**src/rtl/mem_wb_pipe_pkg.sv**
```systemverilog
// Shared definitions for the MEM/WB pipeline: control-bit indices,
// write-back select encodings and the pipeline bundle layout.
package mem_wb_pipe_pkg;

  localparam int unsigned CTRL_W = 5;

  // Bit positions inside the 5-bit MEM_WB_Ctrl word
  localparam int unsigned CTRL_REGWRITE    = 0;
  localparam int unsigned CTRL_MEMTOREG_LO = 1;
  localparam int unsigned CTRL_HALFBYTE    = 3;
  localparam int unsigned CTRL_JR          = 4;

  // MemToReg encodings (2'b11 also selects the ALU result)
  localparam logic [1:0] WB_SEL_ALU = 2'b00;
  localparam logic [1:0] WB_SEL_MEM = 2'b01;
  localparam logic [1:0] WB_SEL_PC  = 2'b10;

  // Default-width bundle layout; the top mirrors this layout at its own widths
  localparam int unsigned DEF_XLEN    = 32;
  localparam int unsigned DEF_RADDR_W = 5;

  typedef struct packed {
    logic                   valid;
    logic [CTRL_W-1:0]      ctrl;
    logic [DEF_XLEN-1:0]    read;
    logic [DEF_XLEN-1:0]    pc4;
    logic [DEF_XLEN-1:0]    alu;
    logic [DEF_RADDR_W-1:0] rd;
  } wb_bundle_t;

endpackage

```
**src/rtl/mem_wb_pipe_slot.sv**
```systemverilog
// pipe_stage_slot: one bundle register with reset, flush and stall.
// Ports: Clk/Reset (sync, active-high), Flush, Stall,
//        in_valid/in_data (from previous stage), valid/data (registered).
module pipe_stage_slot #(
  parameter int unsigned W = 8
) (
  input  logic         Clk,
  input  logic         Reset,
  input  logic         Flush,
  input  logic         Stall,
  input  logic         in_valid,
  input  logic [W-1:0] in_data,
  output logic         valid,
  output logic [W-1:0] data
);

  // Reset > Flush > Stall > advance; flush only drops valid, data is don't-care
  always_ff @(posedge Clk) begin
    if (Reset) begin
      valid <= 1'b0;
      data  <= '0;
    end else if (Flush) begin
      valid <= 1'b0;
    end else if (!Stall) begin
      valid <= in_valid;
      data  <= in_data;
    end
  end

endmodule

```
**src/rtl/mem_wb_pipe.sv**
```systemverilog
// mem_wb_pipe: STAGES-deep MEM/WB pipeline register with valid, stall,
// flush, r0 write suppression, write-back result mux and retire counter.
// Inputs:  Clk, Reset (sync, active-high), Stall, Flush, MEM_Valid,
//          MEM_WB_Ctrl, MEM_Read, PCAddResult, MEM_ALUResult, MEM_RegDst.
// Outputs: WB_* final-stage fields (gated RegWrite/jr), WB_Result,
//          WB_RetireCount.
module mem_wb_pipe
  import mem_wb_pipe_pkg::*;
#(
  parameter int unsigned XLEN    = 32,
  parameter int unsigned RADDR_W = 5,
  parameter int unsigned STAGES  = 1,   // legal 1..4
  parameter int unsigned CNT_W   = 32
) (
  input  logic               Clk,
  input  logic               Reset,
  input  logic               Stall,
  input  logic               Flush,
  input  logic               MEM_Valid,
  input  logic [CTRL_W-1:0]  MEM_WB_Ctrl,
  input  logic [XLEN-1:0]    MEM_Read,
  input  logic [XLEN-1:0]    PCAddResult,
  input  logic [XLEN-1:0]    MEM_ALUResult,
  input  logic [RADDR_W-1:0] MEM_RegDst,
  output logic               WB_Valid,
  output logic               WB_RegWrite,
  output logic [1:0]         WB_MemToReg,
  output logic               WB_halfbyte,
  output logic               WB_jr,
  output logic [XLEN-1:0]    WB_PCAddResult,
  output logic [XLEN-1:0]    WB_Read,
  output logic [XLEN-1:0]    WB_ALUResult,
  output logic [RADDR_W-1:0] WB_RegDst,
  output logic [XLEN-1:0]    WB_Result,
  output logic [CNT_W-1:0]   WB_RetireCount
);

  // Bundle payload (valid travels separately so flush can clear it alone)
  typedef struct packed {
    logic [CTRL_W-1:0]  ctrl;
    logic [XLEN-1:0]    read;
    logic [XLEN-1:0]    pc4;
    logic [XLEN-1:0]    alu;
    logic [RADDR_W-1:0] rd;
  } payload_t;

  localparam int unsigned PAY_W = $bits(payload_t);

  logic     stg_valid [STAGES+1];
  payload_t stg_data  [STAGES+1];
  payload_t fin;
  logic     retire;
  logic [CNT_W-1:0] retire_cnt;

  assign stg_valid[0] = MEM_Valid;
  assign stg_data[0]  = '{ctrl: MEM_WB_Ctrl, read: MEM_Read, pc4: PCAddResult,
                          alu: MEM_ALUResult, rd: MEM_RegDst};

  // Register chain; index STAGES is the final (write-back) stage
  for (genvar g = 0; g < STAGES; g++) begin : g_stage
    logic [PAY_W-1:0] slot_q;

    pipe_stage_slot #(.W(PAY_W)) u_slot (
      .Clk      (Clk),
      .Reset    (Reset),
      .Flush    (Flush),
      .Stall    (Stall),
      .in_valid (stg_valid[g]),
      .in_data  (stg_data[g]),
      .valid    (stg_valid[g+1]),
      .data     (slot_q)
    );

    assign stg_data[g+1] = slot_q;
  end

  assign fin = stg_data[STAGES];

  // Raw final-stage fields and gated enables
  assign WB_Valid       = stg_valid[STAGES];
  assign WB_MemToReg    = fin.ctrl[CTRL_MEMTOREG_LO +: 2];
  assign WB_halfbyte    = fin.ctrl[CTRL_HALFBYTE];
  assign WB_PCAddResult = fin.pc4;
  assign WB_Read        = fin.read;
  assign WB_ALUResult   = fin.alu;
  assign WB_RegDst      = fin.rd;
  assign WB_RegWrite    = WB_Valid & fin.ctrl[CTRL_REGWRITE] & (fin.rd != '0);
  assign WB_jr          = WB_Valid & fin.ctrl[CTRL_JR];

  // Write-back data select; halfword loads are sign-extended from bit 15
  always_comb begin
    WB_Result = fin.alu;
    case (WB_MemToReg)
      WB_SEL_MEM: WB_Result = fin.ctrl[CTRL_HALFBYTE]
                              ? XLEN'($signed(fin.read[15:0])) : fin.read;
      WB_SEL_PC:  WB_Result = fin.pc4;
      default:    WB_Result = fin.alu;
    endcase
  end

  // Count once, at the moment a valid entry is written into the final stage
  assign retire = !Flush && !Stall && stg_valid[STAGES-1];

  always_ff @(posedge Clk) begin
    if (Reset) begin
      retire_cnt <= '0;
    end else if (retire) begin
      retire_cnt <= retire_cnt + CNT_W'(1);
    end
  end

  assign WB_RetireCount = retire_cnt;

endmodule

```
**config.mk**
```make
export PLATFORM = sky130hd
export DESIGN_NAME = mem_wb_pipe
export DESIGN_NICKNAME = d
export VERILOG_FILES = /design/src/rtl/mem_wb_pipe_pkg.sv /design/src/rtl/mem_wb_pipe_slot.sv /design/src/rtl/mem_wb_pipe.sv
export SDC_FILE = /design/constraint.sdc
export NUM_CORES = 1
export LEC_CHECK = 0
export CAP_MARGIN = 20
export CORE_UTILIZATION = 43
export CTS_CLUSTER_DIAMETER = 120
export DETAILED_ROUTE_END_ITERATION = 6
export PLACE_DENSITY = 0.87
export SETUP_SLACK_MARGIN = 0.3
export SLEW_MARGIN = 20
export SYNTH_ARGS = -nofsm -noshare
export SYNTH_HDL_FRONTEND = slang
export SYNTH_SLANG_ARGS = --single-unit
```
**constraint.sdc**
```tcl
create_clock -name Clk -period 2 [get_ports Clk]
set_input_delay 0.3 -clock Clk [delete_from_list [all_inputs] [get_ports Clk]]
set_output_delay 0.3 -clock Clk [all_outputs]
set_load 0.02 [all_outputs]
```
==> impl_metrics.tcl, run 1 <==
set metrics [dict create \
    status "complete, but fails checks" \
    failed_checks "negative setup slack" \
    timing.final.crit_period_ns 2.10 \
    fp.dieArea_um2 16200 \
    sequentialPowerShare 0.376 \
    area_used_by_multi_input_combinational_logic_um2 3500 \
    critical_path_arrival_ns 1.80 \
    power.leakage_nw 4.79 \
    r2r_start "WB_RetireCount[1]$_SDFFE_PP0P_" \
    startpoint "g_stage[0].u_slot.data[102]$_SDFFE_PP0N_" \
    timing.final.crit_share 1.05 \
    ys_top_cells_by_count "242 x sky130_fd_sc_hd__nand2_1, 140 x sky130_fd_sc_hd__a21oi_1, 139 x sky130_fd_sc_hd__dfxtp_1" \
    clk_pin_slew_ns 0.06 \
    synthDistinctLibCells 35 \
    synthAdderAreaFrac 0.00557 \
    slew_headroom 0.628 \
    synth_compound_gate_area_share 0.186 \
    yosysWarnings 0 \
    min-delay-start "Reset" \
    postRouteAntennaNets 0 \
    area_growth_from_synthesis_to_final_layout_pct 63.7 \
    number_of_synthesized_register_bits 139 \
    n_fill_cell 1063 \
    source_to_sink_clock_delay_at_the_later_pin_of_the_worst_skew_pair_ns 0.42 \
    power.ir.vdd_worst_v 0.000587 \
    wire_length_of_the_first_global_routing_pass_mm 37.0 \
    gp_routability_congestion 0.904 \
    cts_tree "yes" \
    postSynthCellCount 894 \
    reg2reg_setup_slack_ns 0.27 \
    timing_max_transition_violations_final 0 \
    seq_area_um2 2830 \
    layout_setup_ws_ns -0.105 \
    number_of_antenna_violations_at_the_first_check_in_global_routing 0 \
    finalPower_mw 7.89 \
    fin_skew_ns 0.00510 \
    first_global_vias 6848 \
    global_route.overflow_total 0 \
    r2r_depth 6 \
    fp-row-count 45 \
    detailroute.via_count 7236 \
    reg2reg_to "WB_RetireCount[24]$_SDFFE_PP0P_" \
    cts-htree-levels 4 \
    ios 282 \
    initial_util 0.442 \
    drt_drc_violations_left 0 \
    timing.setup.critical_path_class "flip-flop to primary output" \
    groute.usage.overall 0.298 \
    setup_ws_pre_cts_ns -0.205 \
    critPathMaxFanout 6 \
    grt_start_max_net_pins 75 \
    synth_xor_xnor_area_share 0.0156 \
    worstHoldPathType "primary input to flip-flop" \
    unrepaired_setup_endpoints_after_global_routing "yes" \
    synthesis.area_um2 6740 \
    detail_route.iter0.violations 482 \
    critical_path.endpoint "WB_Result[29]" \
    synth-simple-area-share 0.205 \
    cell_internal_pwr_mw 5.78 \
    post-synth-top-area-cell "sky130_fd_sc_hd__dfxtp_1" \
    timing.final.hold_violations 0 \
    netSwitchingFraction 0.268 \
    fin_nets 1227 \
    buffer_cell_driving_the_clock_tree_root "sky130_fd_sc_hd__clkbuf_16" \
    synth.avg_cell_area_um2 7.54 \
    cts-buffers-inserted 17 \
    synth_largest_type_area_fraction 0.413 \
    clock_tree.buffer_depth 2 \
    syn_nets 1008 \
    fraction_of_registers_with_async_set_or_reset_after_synthesis 0 \
    worstSetupEndpointType "primary output" \
    setup_violations 22 \
    fmaxAchievable_mhz 475 \
    max-cap-violations 0 \
    coreArea_um2 15300 \
    detailed_place_hpwl_mm 16.3 \
    chipHeight_um 127 \
    power.density_cell_area_nw_per_um2 715 \
    clock_sink_count 139 \
    synth_ff_type "sky130_fd_sc_hd__dfxtp_1" \
    layout-drive-gt1-share 0.239 \
    drt-wirelength-per-cell_um 19.4 \
    yosysSeqAreaShare 0.413 \
    numPortBuffers 281 \
    switchingPower_mw 2.11 \
    setup.worst_path.start_class "flip-flop" \
    required_ns 1.70 \
    detailed_routing_iterations_pass_1 5 \
    synth_edf_count 0 \
    tightestPinTransition_ns 0.557 \
    synth_mux_area_frac 0.00464 \
    die_w_um 127 \
    comb_power_share 0.182 \
    post-synth-top-count-cell "sky130_fd_sc_hd__nand2_1" \
    dominant_combinational_cell_family_by_area_after_synthesis "simple AND/OR/NAND/NOR gates" \
    largest_cells_by_area_after_synthesis "sky130_fd_sc_hd__dfxtp_1 41%, sky130_fd_sc_hd__nand2_1 13%, sky130_fd_sc_hd__buf_4 11%, sky130_fd_sc_hd__a21oi_1 10%, sky130_fd_sc_hd__o21ai_0 2.7%" \
    min_path_cells 2 \
    drt-vias-per-instance 5.41 \
    p_clk_frac 0.441 \
    routed_wirelength_mm 25.9 \
]
==> layout make-up <==
cell class              instances  area share
repair buffers                364       0.332
multi-input cells             557       0.317
flip-flops and latches        139       0.256
clock buffers                  18      0.0389
well taps                     211      0.0239
clock inverters                14      0.0197
inverters                      34      0.0116
diodes                          1    0.000227
==> placed cells by master, fill, tap and decap left out, types with 3 or more instances in the layout <==
cell type | Yosys | layout
sky130_fd_sc_hd__dlygate4sd2_1 | 0 | 124
sky130_fd_sc_hd__xor2_1 | 10 | 10
sky130_fd_sc_hd__or4_4 | 0 | 4
sky130_fd_sc_hd__nor2_1 | 15 | 14
sky130_fd_sc_hd__and4_4 | 0 | 4
sky130_fd_sc_hd__a221oi_4 | 0 | 14
sky130_fd_sc_hd__buf_16 | 0 | 5
sky130_fd_sc_hd__buf_4 | 103 | 59
sky130_fd_sc_hd__o21ai_2 | 0 | 6
sky130_fd_sc_hd__nand3_1 | 11 | 8
sky130_fd_sc_hd__dlymetal6s2s_1 | 0 | 11
sky130_fd_sc_hd__a21oi_2 | 0 | 19
sky130_fd_sc_hd__or3_1 | 5 | 3
sky130_fd_sc_hd__dfxtp_2 | 0 | 17
sky130_fd_sc_hd__o21ai_0 | 36 | 10
sky130_fd_sc_hd__o31ai_1 | 14 | 12
sky130_fd_sc_hd__clkdlybuf4s50_1 | 0 | 109
sky130_fd_sc_hd__o21ai_1 | 0 | 14
sky130_fd_sc_hd__buf_6 | 2 | 34
sky130_fd_sc_hd__a22oi_2 | 0 | 14
sky130_fd_sc_hd__dfxtp_1 | 139 | 116
sky130_fd_sc_hd__nand3_4 | 0 | 3
sky130_fd_sc_hd__clkbuf_16 | 0 | 19
sky130_fd_sc_hd__or4_1 | 14 | 10
sky130_fd_sc_hd__and3_2 | 0 | 3
sky130_fd_sc_hd__buf_12 | 0 | 15
sky130_fd_sc_hd__dfxtp_4 | 0 | 6
sky130_fd_sc_hd__nand2_4 | 0 | 3
sky130_fd_sc_hd__a21oi_1 | 140 | 120
sky130_fd_sc_hd__and3_1 | 7 | 4
sky130_fd_sc_hd__o21ai_4 | 0 | 6
sky130_fd_sc_hd__bufinv_16 | 0 | 5
sky130_fd_sc_hd__nand4_1 | 9 | 9
sky130_fd_sc_hd__inv_1 | 34 | 33
sky130_fd_sc_hd__nand2_1 | 242 | 237
sky130_fd_sc_hd__ha_4 | 0 | 3
sky130_fd_sc_hd__clkinv_4 | 0 | 3
==> power by group through the flow <==
stage	Sequential (mW)	Combinational, mW	Clock (mW)
finish	2.97	1.44	3.48
global route	2.98	1.51	3.64
CTS	2.97	1.33	3.52
detailed placement	3.02	1.22	0
global placement	3.02	1.21	0
floorplan	2.99	0.667	0
==> how the worst min path moves through the flow <==
| stage | slack (ns) | end |
|---|---|---|
| after global routing | 0.37 | WB_RetireCount[20]$_SDFFE_PP0P_ |
| final | 0.36 | WB_RetireCount[20]$_SDFFE_PP0P_ |
| after floorplan | 0.38 | g_stage[0].u_slot.valid$_SDFFE_PP0N_ |
| after detailed placement | 0.45 | g_stage[0].u_slot.data[105]$_SDFFE_PP0N_ |
| after CTS | 0.35 | WB_RetireCount[20]$_SDFFE_PP0P_ |
| after global placement | 0.44 | g_stage[0].u_slot.data[105]$_SDFFE_PP0N_ |
==> worst max-delay path: stages (launching register included) <==
cell and delay (ns):
sky130_fd_sc_hd__dfxtp_2 0.36, sky130_fd_sc_hd__inv_2 0.05, sky130_fd_sc_hd__ha_4 0.27, sky130_fd_sc_hd__buf_12 0.15, sky130_fd_sc_hd__buf_16 0.14, sky130_fd_sc_hd__a221oi_4 0.21, sky130_fd_sc_hd__a21oi_2 0.07, sky130_fd_sc_hd__buf_6 0.14
==> layer usage <==
| layer | wire length [µm] | part of all wire | vias to the layer above | global-route usage |
|---|---|---|---|---|
| li1 | - | - | 3345 | - |
| met1 | 9750 | 0.38 | 3410 | 0.325 |
| met2 | 12700 | 0.49 | 388 | 0.514 |
| met3 | 2080 | 0.080 | 93 | 0.0871 |
| met4 | 1350 | 0.052 | 0 | 0.179 |
| met5 | 0 | 0 | - | 0 |
==> cells by family (layout without fill, tap and decap cells) <==
| logic type | after synthesis | count (layout) |
|---|---|---|
| other | 0 | 1 |
| adder cells (fa/ha/maj) | 3 | 3 |
| XOR/XNOR | 12 | 12 |
| AND/OR/NAND/NOR | 316 | 316 |
| flip-flops | 139 | 139 |
| buffers and inverters | 198 | 430 |
| AO/OA/AOI/OAI | 223 | 223 |
| multiplexers | 3 | 3 |
==> timing repair <==
action                                  in CTS  in global routing
buffers inserted                             8                 15
endpoints found under the setup margin     173                 64
hold buffers                                 0                  0
gates resized for setup                    388                101
pin swaps                                   23                 32
cloned                                       5                  3
==> sequential cells by signal (all words and copies together), names as in the netlist <==
register	cells
g_stage.u_slot.data	106
WB_RetireCount	32
g_stage.u_slot.valid	1
==> metrics by stage <==
stage	TNS [ns]	area, µm²	hold slack [ns]	std cells	utilization
after floorplan	0	6840	0.379	894	-
after global placement	-2.75	9380	0.438	1274	0.615
after detailed placement	-4.26	9380	0.450	1274	0.615
after CTS	-1.55	10500	0.353	1319	0.686
after global routing	-2.99	11000	0.371	1337	0.723
final	-1.21	11000	0.364	1338	0.723
Note: power is estimated with default switching activity, not from simulation.
==> inputs of run 2 (changes only) <==
--- a/config.mk
+++ b/config.mk
@@ -6,12 +6,11 @@
 export NUM_CORES = 1
 export LEC_CHECK = 0
 export CAP_MARGIN = 20
-export CORE_UTILIZATION = 43
+export CORE_UTILIZATION = 40
 export CTS_CLUSTER_DIAMETER = 120
 export DETAILED_ROUTE_END_ITERATION = 6
-export PLACE_DENSITY = 0.87
+export PLACE_DENSITY = 0.82
 export SETUP_SLACK_MARGIN = 0.3
-export SLEW_MARGIN = 20
 export SYNTH_ARGS = -nofsm -noshare
 export SYNTH_HDL_FRONTEND = slang
 export SYNTH_SLANG_ARGS = --single-unit
==> run 2 against run 1 <==
Against the previous run:
- the run still ends with negative setup slack left
- wire length fell by 8.8%
- global-route usage fell by 3.8 points
- worst hold slack got worse by 0.10 ns
- register-to-register slack improved by 0.03 ns
- cell count fell by 0.60%
- critical path type unchanged
- critical endpoint is now WB_Result[23]
==> impl_metrics.tcl, run 2 (synthesis gave the netlist of run 1 again) <==
set metrics [dict create \
    buffer_cell_driving_the_clock_tree_root "sky130_fd_sc_hd__clkbuf_16" \
    detailed_place_hpwl_mm 15.6 \
    postRouteAntennaNets 0 \
    setup.worst_path.start_class "flip-flop" \
    source_to_sink_clock_delay_at_the_later_pin_of_the_worst_skew_pair_ns 0.41 \
    cell_internal_pwr_mw 5.67 \
    drt-wirelength-per-cell_um 17.8 \
    power.leakage_nw 4.91 \
    holdWs_ns 0.260 \
    clock_tree.buffer_depth 2 \
    register_ranked_first_by_flip_flop_count "g_stage.u_slot.data" \
    groute.usage.overall 0.260 \
    required_ns 1.70 \
    layout_commonest_cell "sky130_fd_sc_hd__nand2_1" \
    switchingPower_mw 2.01 \
    power.density_cell_area_nw_per_um2 715 \
    grt_start_max_net_pins 72 \
    area_used_by_multi_input_combinational_logic_um2 3390 \
    postLayoutCoreUtil 0.650 \
    timing.setup.critical_path_class "flip-flop to primary output" \
    fp-row-count 47 \
    unrepaired_setup_endpoints_after_global_routing "yes" \
    n_fill_cell 1300 \
    number_of_antenna_violations_at_the_first_check_in_global_routing 0 \
    largest_register_ffs 106 \
    cts-buffers-inserted 17 \
    coreArea_um2 16500 \
    cts-htree-levels 4 \
    layout-drive-gt1-share 0.213 \
    drt-vias-per-instance 5.29 \
    antenna_cells_inserted 0 \
    setup_violations 11 \
    crit_path_cell_trace "ha_4 -> buf_12 -> buf_16 -> a221oi_4 -> a21oi_2 -> buf_2" \
    cts_hold_buf 0 \
    min_path_cells 3 \
    setup_ws_pre_cts_ns -0.164 \
    fp.dieArea_um2 17400 \
    max-cap-violations 0 \
    critPathMaxFanout 6 \
    slew_headroom 0.689 \
    clock_sink_count 139 \
    drt_drc_violations_left 0 \
    sequentialPowerShare 0.387 \
    r2r_depth 5 \
    layout.cells.most_common_list "240 x sky130_fd_sc_hd__nand2_1, 123 x sky130_fd_sc_hd__a21oi_1, 114 x sky130_fd_sc_hd__dfxtp_1, 108 x sky130_fd_sc_hd__dlygate4sd2_1, 107 x sky130_fd_sc_hd__clkdlybuf4s50_1" \
    worstSetupEndpointType "primary output" \
    power.ir.vdd_worst_v 0.000547 \
    critPathMaxStageDelay_ns 0.37 \
    seq_area_um2 2820 \
    first_global_vias 6587 \
    design_area_um2 10700 \
    chipHeight_um 132 \
    cpMaxStageDelayCell "sky130_fd_sc_hd__dfxtp_4" \
    detailed_routing_iterations_pass_1 6 \
    die_w_um 132 \
    global_route.overflow_total 0 \
    tightestPinTransition_ns 0.467 \
    cts_tree "yes" \
    fin_nets 1211 \
    comb_power_share 0.176 \
    detail_route.iter0.violations 334 \
    fin_skew_ns 0.00769 \
    timing.final.hold_violations 0 \
    critical_path_arrival_ns 1.76 \
    clk_pin_slew_ns 0.06 \
    timing.final.crit_share 1.03 \
    timing.final.crit_period_ns 2.06 \
    wire_length_of_the_first_global_routing_pass_mm 35.7 \
    netSwitchingFraction 0.261 \
    gp_routability_congestion 0.915 \
    layout_setup_ws_ns -0.0575 \
    routed_wirelength_mm 23.6 \
    area_growth_from_synthesis_to_final_layout_pct 59.2 \
    placed_cell_area_um2 9410 \
    p_clk_frac 0.437 \
    failed_checks "negative setup slack" \
    initial_util 0.408 \
    ios 282 \
    timing_max_transition_violations_final 0 \
    status "complete, but fails checks" \
    detailroute.via_count 7030 \
    worstHoldPathType "primary input to flip-flop" \
    fmaxAchievable_mhz 486 \
    numPortBuffers 281 \
]
## run 2: cell type report
type	instances	share of cell area
Clock buffer	21	0.0429
Clock inverter	11	0.0156
Timing Repair Buffer	347	0.326
Multi-Input combinational cell	558	0.316
Inverter	34	0.0119
Sequential cell	139	0.263
Tap cell	220	0.0256
## run 2: path summary, 6_finish.rpt
check	startpoint	slack [ns]	to
hold / removal	Reset	0.26	WB_RetireCount[31]$_SDFFE_PP0P_
setup reg to reg	WB_RetireCount[7]$_SDFFE_PP0P_	0.30	WB_RetireCount[17]$_SDFFE_PP0P_
setup / recovery	g_stage[0].u_slot.data[103]$_SDFFE_PP0N_	-0.06	WB_Result[23]
hold reg to reg	g_stage[0].u_slot.data[89]$_SDFFE_PP0N_	0.47	g_stage[0].u_slot.data[89]$_SDFFE_PP0N_
## run 2: critical path, delay by kind of cell, from the launching register on
family,cells,cell delay (ns)
buffers and inverters,3,0.44
flip-flops,1,0.37
adder cells (fa/ha/maj),1,0.30
AO/OA/AOI/OAI,2,0.24
## run 2: power by group through the flow
stage	Sequential (mW)	Combinational [mW]	Clock, mW
after global placement	3.02	1.22	0
final	2.97	1.35	3.36
after detailed placement	3.02	1.24	0
after floorplan	2.99	0.667	0
after global routing	2.98	1.43	3.52
after CTS	2.96	1.28	3.40
## run 2: per-stage QoR
stage          power (mW)  std cells  setup TNS, ns
2_1_floorplan        3.66        894              0
3_3_place_gp         4.24       1281          -1.58
3_5_place_dp         4.26       1281          -3.58
4_1_cts              7.65       1322         -0.850
5_1_grt              7.93       1330          -1.62
6_report             7.68       1330         -0.312
## run 2: what timing repair did
item | CTS | global route
buffers inserted | 4 | 5
gates resized for setup | 307 | 115
setup endpoints to repair | 147 | 76
hold endpoints to repair | 0 | 0
pin swaps | 10 | 17
gates cloned | 5 | 3
## run 2: per-layer routing
layer / GRT usage / share of wire
met5: 0 / 0
met3: 0.0623 / 0.081
met2: 0.434 / 0.49
met1: 0.318 / 0.41
met4: 0.111 / 0.026
==> inputs of run 3 (changes only) <==
--- a/config.mk
+++ b/config.mk
@@ -9,6 +9,7 @@
 export CORE_UTILIZATION = 40
 export CTS_CLUSTER_DIAMETER = 120
 export DETAILED_ROUTE_END_ITERATION = 6
+export GPL_TIMING_DRIVEN = 0
 export PLACE_DENSITY = 0.82
 export SETUP_SLACK_MARGIN = 0.3
 export SYNTH_ARGS = -nofsm -noshare
==> run 3 against run 2 <==
Against the previous run:
- the run still ends with negative setup slack left
- via count is 7.5% higher
- clock skew is 0.0017 ns lower
- cell area is 7.6% higher
- core utilization is 5.0 points higher
- sequential cell count stayed put
- non-clock buffer count is 131 higher
- global-route usage is 3.4 points higher
- critical path type unchanged
==> impl_metrics.tcl, run 3 (synthesis gave the netlist of run 1 again) <==
set metrics [dict create \
    register_ranked_first_by_flip_flop_count "g_stage.u_slot.data" \
    cpMaxStageDelayCell "sky130_fd_sc_hd__dfxtp_4" \
    detailed_place_hpwl_mm 17.9 \
    min-delay-start "MEM_Valid" \
    routed_wirelength_mm 26.5 \
    fmaxAchievable_mhz 455 \
    groute.usage.overall 0.294 \
    reg2reg_to "WB_RetireCount[18]$_SDFFE_PP0P_" \
    numPortBuffers 281 \
    global_route.overflow_total 0 \
    netSwitchingFraction 0.267 \
    source_to_sink_clock_delay_at_the_later_pin_of_the_worst_skew_pair_ns 0.43 \
    setup_violations 32 \
    chipHeight_um 132 \
    setup_tns_ns -4.15 \
    layout.cells.most_common_list "240 x sky130_fd_sc_hd__nand2_1, 150 x sky130_fd_sc_hd__buf_4, 134 x sky130_fd_sc_hd__dlygate4sd2_1, 118 x sky130_fd_sc_hd__a21oi_1, 114 x sky130_fd_sc_hd__dfxtp_1" \
    gp_routability_congestion 0.897 \
    reg2reg_setup_slack_ns 0.28 \
    postRouteAntennaNets 0 \
    required_ns 1.70 \
    drt-vias-per-instance 5.18 \
    timing.final.crit_share 1.10 \
    power.ir.vdd_worst_v 0.000615 \
    power.density_cell_area_nw_per_um2 685 \
    finalPower_mw 7.92 \
    area_growth_from_synthesis_to_final_layout_pct 71.4 \
    largest_register_ffs 106 \
    cts-htree-levels 4 \
    drt-wirelength-per-cell_um 18.2 \
    failed_checks "negative setup slack" \
    detailroute.via_count 7557 \
    wire_length_of_the_first_global_routing_pass_mm 39.4 \
    worst-path-buf-inv 5 \
    cts_hold_buf 0 \
    fp-row-count 47 \
    clk_pin_slew_ns 0.06 \
    number_of_antenna_violations_at_the_first_check_in_global_routing 1 \
    critical_path_arrival_ns 1.90 \
    place_inst 1395 \
    layout-drive-gt1-share 0.284 \
    clock_tree.buffer_depth 2 \
    timing.final.hold_violations 0 \
    unrepaired_setup_endpoints_after_global_routing "yes" \
    coreArea_um2 16500 \
    die_w_um 132 \
    crit_path_cell_trace "inv_2 -> ha_4 -> clkbuf_16 -> buf_8 -> buf_6 -> a221oi_4 -> a21oi_1 -> buf_4" \
    worstHoldPathType "primary input to flip-flop" \
    fin_nets 1341 \
    critPathMaxStageDelay_ns 0.36 \
    n_fill_cell 1282 \
    timing.final.crit_period_ns 2.20 \
    clock_sink_count 139 \
    fp.dieArea_um2 17400 \
    switchingPower_mw 2.11 \
    power.leakage_nw 5.16 \
    detail_route.iter0.violations 426 \
    fin_skew_ns 0.00602 \
    placed_cell_area_um2 9930 \
    critical_path.endpoint "WB_Result[26]" \
    critical_path_depth 8 \
    layout_commonest_cell "sky130_fd_sc_hd__nand2_1" \
    drt_drc_violations_left 0 \
    detailed_routing_iterations_pass_1 5 \
    p_clk_frac 0.437 \
    cell_internal_pwr_mw 5.81 \
    r2r_start "WB_RetireCount[1]$_SDFFE_PP0P_" \
    critPathMaxFanout 7 \
    design_area_um2 11600 \
    max-cap-violations 0 \
    status "complete, but fails checks" \
    startpoint "g_stage[0].u_slot.data[102]$_SDFFE_PP0N_" \
    tightestPinTransition_ns 0.530 \
    timing_max_transition_violations_final 0 \
    r2r_depth 7 \
    comb_power_share 0.190 \
    initial_util 0.408 \
    worstSetupEndpointType "primary output" \
    cts-buffers-inserted 17 \
    first_global_vias 7204 \
    slew_headroom 0.647 \
    crit_family "buffers and inverters" \
    cts_tree "yes" \
    buffer_cell_driving_the_clock_tree_root "sky130_fd_sc_hd__clkbuf_16" \
    ios 282 \
    timing.setup.critical_path_class "flip-flop to primary output" \
    sequentialPowerShare 0.373 \
    setup.worst_path.start_class "flip-flop" \
    grt_start_max_net_pins 17 \
    layout_setup_ws_ns -0.199 \
    stdcell_count 1460 \
]
## run 3: changes by cell type in the layout (fill, tap and decap cells not counted), moves of 7 or more
cell	before	now
sky130_fd_sc_hd__buf_4	47	150
sky130_fd_sc_hd__dlygate4sd2_1	108	134
sky130_fd_sc_hd__dlymetal6s2s_1	31	5
sky130_fd_sc_hd__clkbuf_2	0	18
sky130_fd_sc_hd__clkbuf_1	2	18
sky130_fd_sc_hd__buf_12	16	2
sky130_fd_sc_hd__dfxtp_2	21	12
sky130_fd_sc_hd__dfxtp_4	4	13
sky130_fd_sc_hd__a22oi_1	1	9
sky130_fd_sc_hd__a22oi_2	15	7
sky130_fd_sc_hd__buf_2	14	6
sky130_fd_sc_hd__clkbuf_8	2	9
## run 3: power by group through the flow
| stage | clock, mW | combinational (mW) | sequential, mW |
|---|---|---|---|
| 6_report | 3.46 | 1.50 | 2.96 |
| 5_1_grt | 3.58 | 1.58 | 2.97 |
| 4_1_cts | 3.47 | 1.43 | 2.96 |
| 3_5_place_dp | 0 | 1.33 | 3.02 |
| 3_3_place_gp | 0 | 1.33 | 3.01 |
| 2_1_floorplan | 0 | 0.667 | 2.99 |
## run 3: metal layers
metal	part of all wire	vias to the layer above	global-route usage
li1	-	3575	-
met1	0.40	3555	0.350
met2	0.49	358	0.493
met3	0.070	69	0.0688
met4	0.038	0	0.152
met5	0	-	0
## run 3: layout make-up
class / instances / area [µm²] / share of cell area
diodes: 1 / 2.50 / 0.000216
plain buffers: 164 / 1290 / 0.111
clock buffers: 21 / 480 / 0.0416
clock inverters: 10 / 164 / 0.0142
inverters: 34 / 128 / 0.0110
multi-input cells: 557 / 3440 / 0.297
flip-flops and latches: 139 / 2850 / 0.246
well taps: 220 / 275 / 0.0238
repair buffers: 314 / 2940 / 0.254
## run 3: timing repair
action | CTS | global route
gates cloned | 3 | 3
pin swaps | 9 | 17
setup buffers | 17 | 10
endpoints found under the setup margin | 290 | 118
gates resized for setup | 445 | 97
## run 3: how the worst min path moves through the flow
stage                                          endpoint  slack, ns  cells past startpoint
2_1_floorplan      g_stage[0].u_slot.valid$_SDFFE_PP0N_       0.38                      1
3_3_place_gp   g_stage[0].u_slot.data[105]$_SDFFE_PP0N_       0.44                      2
3_5_place_dp   g_stage[0].u_slot.data[105]$_SDFFE_PP0N_       0.45                      2
4_1_cts        g_stage[0].u_slot.data[103]$_SDFFE_PP0N_       0.41                      3
5_1_grt            g_stage[0].u_slot.valid$_SDFFE_PP0N_       0.32                      3
6_report           g_stage[0].u_slot.valid$_SDFFE_PP0N_       0.31                      3
## run 3: tightest hold or removal path, cell delays in order
cell and delay (ns):
sky130_fd_sc_hd__dlymetal6s2s_1 0.17, sky130_fd_sc_hd__mux2i_1 0.15, sky130_fd_sc_hd__nor3_1 0.06
## run 3: metrics by stage
step                 util  setup slack (ns)  hold slack [ns]
finish              0.699            -0.199            0.306
global placement    0.601            -0.837            0.440
detailed placement  0.601            -0.881            0.452
floorplan               -             0.315            0.379
global route        0.699            -0.245            0.316
CTS                 0.673            -0.192            0.406
